--- src/rtl/uart_tx_word_assembler.sv ---
// UART 8N1 receiver feeding a framed-word assembler (sync 0xA5, 4 data bytes MSB first, XOR checksum)
// with a single-entry valid/ready output register and saturating error counters.
module uart_tx_word_assembler #(
    parameter int CLKS_PER_BIT  = 434,
    parameter int TIMEOUT_BYTES = 4
) (
    input  logic        clk,
    input  logic        rst,
    input  logic        uart_rx,
    output logic [31:0] Tx_data,
    output logic        Tx_valid,
    input  logic        Tx_ready,
    output logic [7:0]  chk_err_cnt,
    output logic [7:0]  frame_err_cnt,
    output logic [7:0]  drop_cnt
);

    localparam int HALF_BIT     = CLKS_PER_BIT / 2;
    localparam int TIMEOUT_CLKS = TIMEOUT_BYTES * 10 * CLKS_PER_BIT;
    localparam int BIT_CNT_W    = $clog2(CLKS_PER_BIT);
    localparam int TMR_W        = $clog2(TIMEOUT_CLKS);
    localparam logic [7:0] SYNC_BYTE = 8'hA5;

    typedef enum logic [1:0] {RX_IDLE, RX_START, RX_DATA, RX_STOP} rx_state_t;
    typedef enum logic [2:0] {HUNT, B3, B2, B1, B0, CHK} asm_state_t;

    function automatic logic [7:0] sat_inc(input logic [7:0] v);
        return (v == 8'hFF) ? v : v + 8'd1;
    endfunction

    // ---------------- input synchroniser ----------------
    logic       rx_meta, rx_sync, rx_prev, rx_armed;
    logic [1:0] sync_vld;
    logic       rx_fall;

    // NOTE: sequential state uses non-blocking assignments so every flop samples pre-edge values.
    always_ff @(posedge clk) begin
        if (rst) begin
            {rx_meta, rx_sync, rx_prev} <= 3'b111;
            sync_vld <= 2'b00;
            rx_armed <= 1'b0;
        end else begin
            rx_meta  <= uart_rx;
            rx_sync  <= rx_meta;
            rx_prev  <= rx_sync;
            sync_vld <= {sync_vld[0], 1'b1};
            // Arm only once a real line high has reached rx_sync, so a line held low through reset is ignored.
            if (sync_vld[1] && rx_sync)
                rx_armed <= 1'b1;
        end
    end

    assign rx_fall = rx_armed && rx_prev && !rx_sync;

    // ---------------- byte receiver ----------------
    rx_state_t             rx_state, rx_next;
    logic [BIT_CNT_W-1:0]  bit_cnt;
    logic [2:0]            bit_idx;
    logic [7:0]            rx_shift;
    logic                  sample;
    logic                  byte_stb, byte_err;

    // NOTE: every always_comb output gets a default first, so no path can infer a latch.
    always_comb begin
        rx_next = rx_state;
        sample  = 1'b0;
        case (rx_state)
            RX_IDLE:  if (rx_fall) rx_next = RX_START;
            RX_START: if (bit_cnt == BIT_CNT_W'(HALF_BIT - 1)) begin
                sample  = 1'b1;
                rx_next = rx_sync ? RX_IDLE : RX_DATA;
            end
            RX_DATA:  if (bit_cnt == BIT_CNT_W'(CLKS_PER_BIT - 1)) begin
                sample = 1'b1;
                if (bit_idx == 3'd7) rx_next = RX_STOP;
            end
            RX_STOP:  if (bit_cnt == BIT_CNT_W'(CLKS_PER_BIT - 1)) begin
                sample  = 1'b1;
                rx_next = RX_IDLE;
            end
            default:  rx_next = RX_IDLE;
        endcase
    end

    always_ff @(posedge clk) begin
        if (rst) begin
            rx_state <= RX_IDLE;
            bit_cnt  <= '0;
            bit_idx  <= '0;
            rx_shift <= '0;
            byte_stb <= 1'b0;
            byte_err <= 1'b0;
        end else begin
            rx_state <= rx_next;
            byte_stb <= 1'b0;
            byte_err <= 1'b0;
            if (rx_state == RX_IDLE || sample) bit_cnt <= '0;
            else                               bit_cnt <= bit_cnt + 1'b1;
            if (rx_state == RX_START) bit_idx <= '0;
            if (rx_state == RX_DATA && sample) begin
                rx_shift <= {rx_sync, rx_shift[7:1]};
                bit_idx  <= bit_idx + 3'd1;
            end
            if (rx_state == RX_STOP && sample) begin
                byte_stb <= rx_sync;
                byte_err <= !rx_sync;
            end
        end
    end

    // ---------------- frame assembler ----------------
    asm_state_t        asm_state, asm_next;
    logic [31:0]       shadow;
    logic [7:0]        xor_acc;
    logic [TMR_W-1:0]  tmr;
    logic              frame_good, chk_bad, timeout;

    always_comb begin
        asm_next   = asm_state;
        frame_good = 1'b0;
        chk_bad    = 1'b0;
        timeout    = (asm_state != HUNT) && (tmr == TMR_W'(TIMEOUT_CLKS - 1));
        if (byte_err) begin
            asm_next = HUNT;
        end else if (byte_stb) begin
            case (asm_state)
                HUNT:    if (rx_shift == SYNC_BYTE) asm_next = B3;
                B3:      asm_next = B2;
                B2:      asm_next = B1;
                B1:      asm_next = B0;
                B0:      asm_next = CHK;
                CHK: begin
                    asm_next   = HUNT;
                    frame_good = (rx_shift == xor_acc);
                    chk_bad    = !frame_good;
                end
                default: asm_next = HUNT;
            endcase
        end else if (timeout) begin
            asm_next = HUNT;
        end
    end

    always_ff @(posedge clk) begin
        if (rst) begin
            asm_state <= HUNT;
            shadow    <= '0;
            xor_acc   <= '0;
            tmr       <= '0;
        end else begin
            asm_state <= asm_next;
            if (byte_stb || byte_err || asm_state == HUNT) tmr <= '0;
            else                                          tmr <= tmr + 1'b1;
            if (byte_stb) begin
                if (asm_state == HUNT) begin
                    xor_acc <= '0;
                end else if (asm_state != CHK) begin
                    shadow  <= {shadow[23:0], rx_shift};
                    xor_acc <= xor_acc ^ rx_shift;
                end
            end
        end
    end

    // ---------------- output register and counters ----------------
    always_ff @(posedge clk) begin
        if (rst) begin
            Tx_data       <= '0;
            Tx_valid      <= 1'b0;
            chk_err_cnt   <= '0;
            frame_err_cnt <= '0;
            drop_cnt      <= '0;
        end else begin
            // A handshake in the same cycle frees the slot, so the new word replaces it without a drop.
            if (frame_good && (!Tx_valid || Tx_ready)) begin
                Tx_data  <= shadow;
                Tx_valid <= 1'b1;
            end else if (Tx_valid && Tx_ready) begin
                Tx_valid <= 1'b0;
            end
            if (frame_good && Tx_valid && !Tx_ready) drop_cnt <= sat_inc(drop_cnt);
            if (chk_bad)  chk_err_cnt   <= sat_inc(chk_err_cnt);
            if (byte_err) frame_err_cnt <= sat_inc(frame_err_cnt);
        end
    end

endmodule

--- config.mk ---
export PLATFORM = sky130hd
export DESIGN_NAME = uart_tx_word_assembler
export DESIGN_NICKNAME = d
export VERILOG_FILES = /design/src/rtl/uart_tx_word_assembler.sv
export SDC_FILE = /design/constraint.sdc
export NUM_CORES = 1
export LEC_CHECK = 0
export CAP_MARGIN = 20
export CORE_MARGIN = 2
export CORE_UTILIZATION = 40
export CTS_CLUSTER_DIAMETER = 200
export CTS_CLUSTER_SIZE = 28
export DETAILED_ROUTE_END_ITERATION = 6
export HOLD_SLACK_MARGIN = 0.03
export SYNTH_ARGS = -nofsm -noshare
export SYNTH_HDL_FRONTEND = slang
export SYNTH_SLANG_ARGS = --single-unit
--- constraint.sdc ---
create_clock -name clk -period 1.9 [get_ports clk]
set_input_delay 0.38 -clock clk [delete_from_list [all_inputs] [get_ports clk]]
set_output_delay 0.38 -clock clk [all_outputs]
set_load 0.005 [all_outputs]
==> results by group <==
Run status
  – Status: completed

Min path
  – Hold Path Cell Cnt: 1
  – Hold Path Class: register to register

Placement
  – Post-detail-place hpwl: between 8000 and 9000 um
  – DP Worst Slack: -0.214 ns
  – Placer Congestion: approximately 0.77
  – PortBufs: 60

Power
  – Lkg Pwr: 2.91 nW
  – PwrDens: between 800 and 900 nW/um^2
  – IR drop worst, VDD: approximately 630 uV

Logic synthesis
  – Synth unique cells: between 50 and 60
  – Syn_area_per_cell: ~8.9 um^2
  – Ys Warns: 0
  – Largest cells by area after synthesis: dfxtp_1 49%, mux2i_1 7.3%, nor2_1 6.1%
  – Area leader, netlist: dfxtp_1
  – Mapped cell area: 5880 um^2
  – Register area share after synthesis: between 40% and 50%
  – #FFs+latches synth: around 150
  – Async set or reset register ratio after synthesis: 0%
  – Post-Syn Nets: approximately 670
  – Top cell type's share of synthesized area: between 40% and 50%
  – Post-synth EDFFs: 0
  – Synth Flop Type: dfxtp_1
  – Mapped Cells: between 600 and 700

Final layout
  – Post-Route Utilization: 52.7%
  – Ant diodes: 0
  – Nets: around 760
  – Synth-to-layout area growth: 29.3%
  – Layout cell share with drive strength beyond 1: 12.5%

Clocking
  – Clock transition at path regs: 0.05 ns
  – CTS buffer count: 17
  – Clock buffer depth: 2
  – H-tree depth: 4
  – Root Buffer: clkbuf_16
  – Clk sinks: ~150
  – Worst-Skew Late Latency: between 0.4 and 0.5 ns
  – CTS tree: built

Timing
  – Fin Clk Skew: ~0.0085 ns
  – Tmin final: roughly 1.9 ns
  – Fmax: ~0.53 GHz
  – Final setup fails: 0
  – RSZ-0062 raised after global routing: yes
  – Least-Margin Pin Slew: approximately 0.56 ns
  – Max Slew Vio Count: 0
  – Post-route setup slack: between 0.02 and 0.025 ns
  – Final Hold Viols: 0
  – Period utilisation layout: between 90% and 100%
  – Rel. slew slack: a little over three fifths

GRT
  – Initial antenna violation count: 0
  – First-pass GRT wire length: 21900 um
  – Largest net degree at the start of global routing: 98
  – Grt total ovfl: 0
  – Vias in the first global route: about 4700
  – GRT Total Usage: around 17%

Detailed routing
  – Routed Antenna Nets: 0
  – DR vias: slightly below 5000
  – First-pass DRT Iterations: 5
  – DR WL/cell: about 14 um
  – WL final: about 13000 um
  – # DRC: 0
  – Via density: a little over 5
  – Initial DRC count: between 200 and 300

Setup path
  – Cells on worst reg2reg path: 6
  – Crit. End Element: register
  – Crit start category: register
  – Max FO, Critical Path: 8
  – Crit path DAT: approximately 2.2 ns
  – Critical Path RT: about 2.3 ns
  – Critical path type: register to register

Floorplan
  – I/O pins: between 60 and 70
  – Die width: 125 um
  – Initial core utilization: 40.8%
  – Rows: 44
  – Chip height: ~130 um
  – Die Footprint: roughly 16000 um^2
  – Core area: roughly 14000 um^2

Job
  – Maxcap violations: 0
layout make-up:
cell class | instances | area, um^2
fill | 1315 | 6820
clock inverter | 8 | 129
timing repair buffer | 104 | 995
tap | 184 | 230
multi-input combinational | 466 | 2840
clock buffer | 23 | 468
inverter | 12 | 45.0
sequential | 145 | 2900
final timing paths:
kind | start | to | slack, ns
worst min register to register | rx_meta | rx_sync | 0.41
worst min-delay path | rx_meta | rx_sync | 0.41
worst max-delay path | xor_acc[1] | drop_cnt[5] | 0.02
worst max register to register | xor_acc[1] | drop_cnt[5] | 0.02
power breakdown:
| group | switching, W | internal [W] |
|---|---|---|
| clock network | 0.00124 | 0.00213 |
| logic | 0.0000472 | 0.0000176 |
| registers | 0.00000374 | 0.00305 |
cell usage in the layout (no fill, tap or decap), drive strengths merged, types with 4 or more instances in the layout:
cell type,netlist,layout
mux2i,43,43
or2,4,4
dfxtp,145,145
a21oi,60,60
clkdlybuf4s50,0,59
nand4,9,9
clkbuf,25,23
nor2,96,96
nor2b,6,6
or4,4,4
buf,11,45
nor3,9,9
xor2,21,21
nand2,90,90
clkinvlp,0,4
xnor2,14,14
nand3b,9,9
ha,9,9
nand3,17,17
nor4,4,4
or3,10,10
inv,12,13
o21ai,21,21
sequential cells by signal, indices dropped and copies added (netlist names), 9 cells and up, named ones only:
name,cells
Tx_data,32
bit_cnt,9
shadow,32
tmr,15
cells in the mapped netlist (2+ instances only):
cell type / number
a21oi_1: 60
clkbuf_1: 24
dfxtp_1: 145
xor2_1: 20
o31ai_1: 3
a211oi_1: 2
nor2b_1: 6
a2bb2oi_1: 3
nand2b_1: 3
nor4b_1: 2
nand3_1: 17
ha_1: 9
or3_1: 6
or3_2: 4
and3_1: 3
buf_6: 2
inv_1: 12
buf_2: 8
and2_1: 2
o21ai_0: 20
nor2_1: 96
nor3_1: 9
xnor2_1: 14
nor4_4: 2
mux2i_1: 43
a31oi_1: 3
nand2_1: 90
a22oi_1: 2
nand3b_1: 9
and4_1: 3
o211ai_1: 2
or2_2: 4
or4_1: 4
nand4_1: 7
a41oi_1: 2
metal layers:
metal	wire [um]	GRT usage [%]	vias to the layer above
met4	186	7.25	0
met2	6200	27.4	90
met5	0	0	-
li1	-	-	2415
met3	375	3.34	15
met1	6080	21.6	2324
timing repair:
item	4_1_cts	5_1_grt
resized for setup	1	14
hold buffers	0	0
pin swaps	1	7
gates cloned	0	0
setup endpoints to repair	13	25
buffers inserted	3	3
logic make-up (layout without fill, tap and decap cells):
family,count (synthesis),after routing,synth area share (%)
mux,43,43,7.32
fa+ha+maj,9,9,1.91
simple gates,276,276,22.7
xor+xnor,35,35,5.34
compound gates,103,103,9.85
flops,145,145,49.4
buf+inv,48,147,3.51
through the flow:
stage	total power, W	TNS [ns]	instances	area (um^2)	hold slack [ns]
after detailed placement	0.00318	-1.52	905	6910	0.401
after CTS	0.00656	0	939	7530	0.413
final	0.00648	0	942	7610	0.408
after global routing	0.00670	-0.268	942	7610	0.430
after global placement	0.00318	-0.596	905	6910	0.401
after floorplan	0.00316	0	659	5890	0.389
critical path: stages (launching register included):
cell and delay [ns]:
dfxtp_1 0.32, xor2_1 0.19, nor4_4 0.41, buf_4 0.22, nand4_4 0.13, or3_4 0.39
a21oi_1 0.14
(Power assumes the default switching activity.)
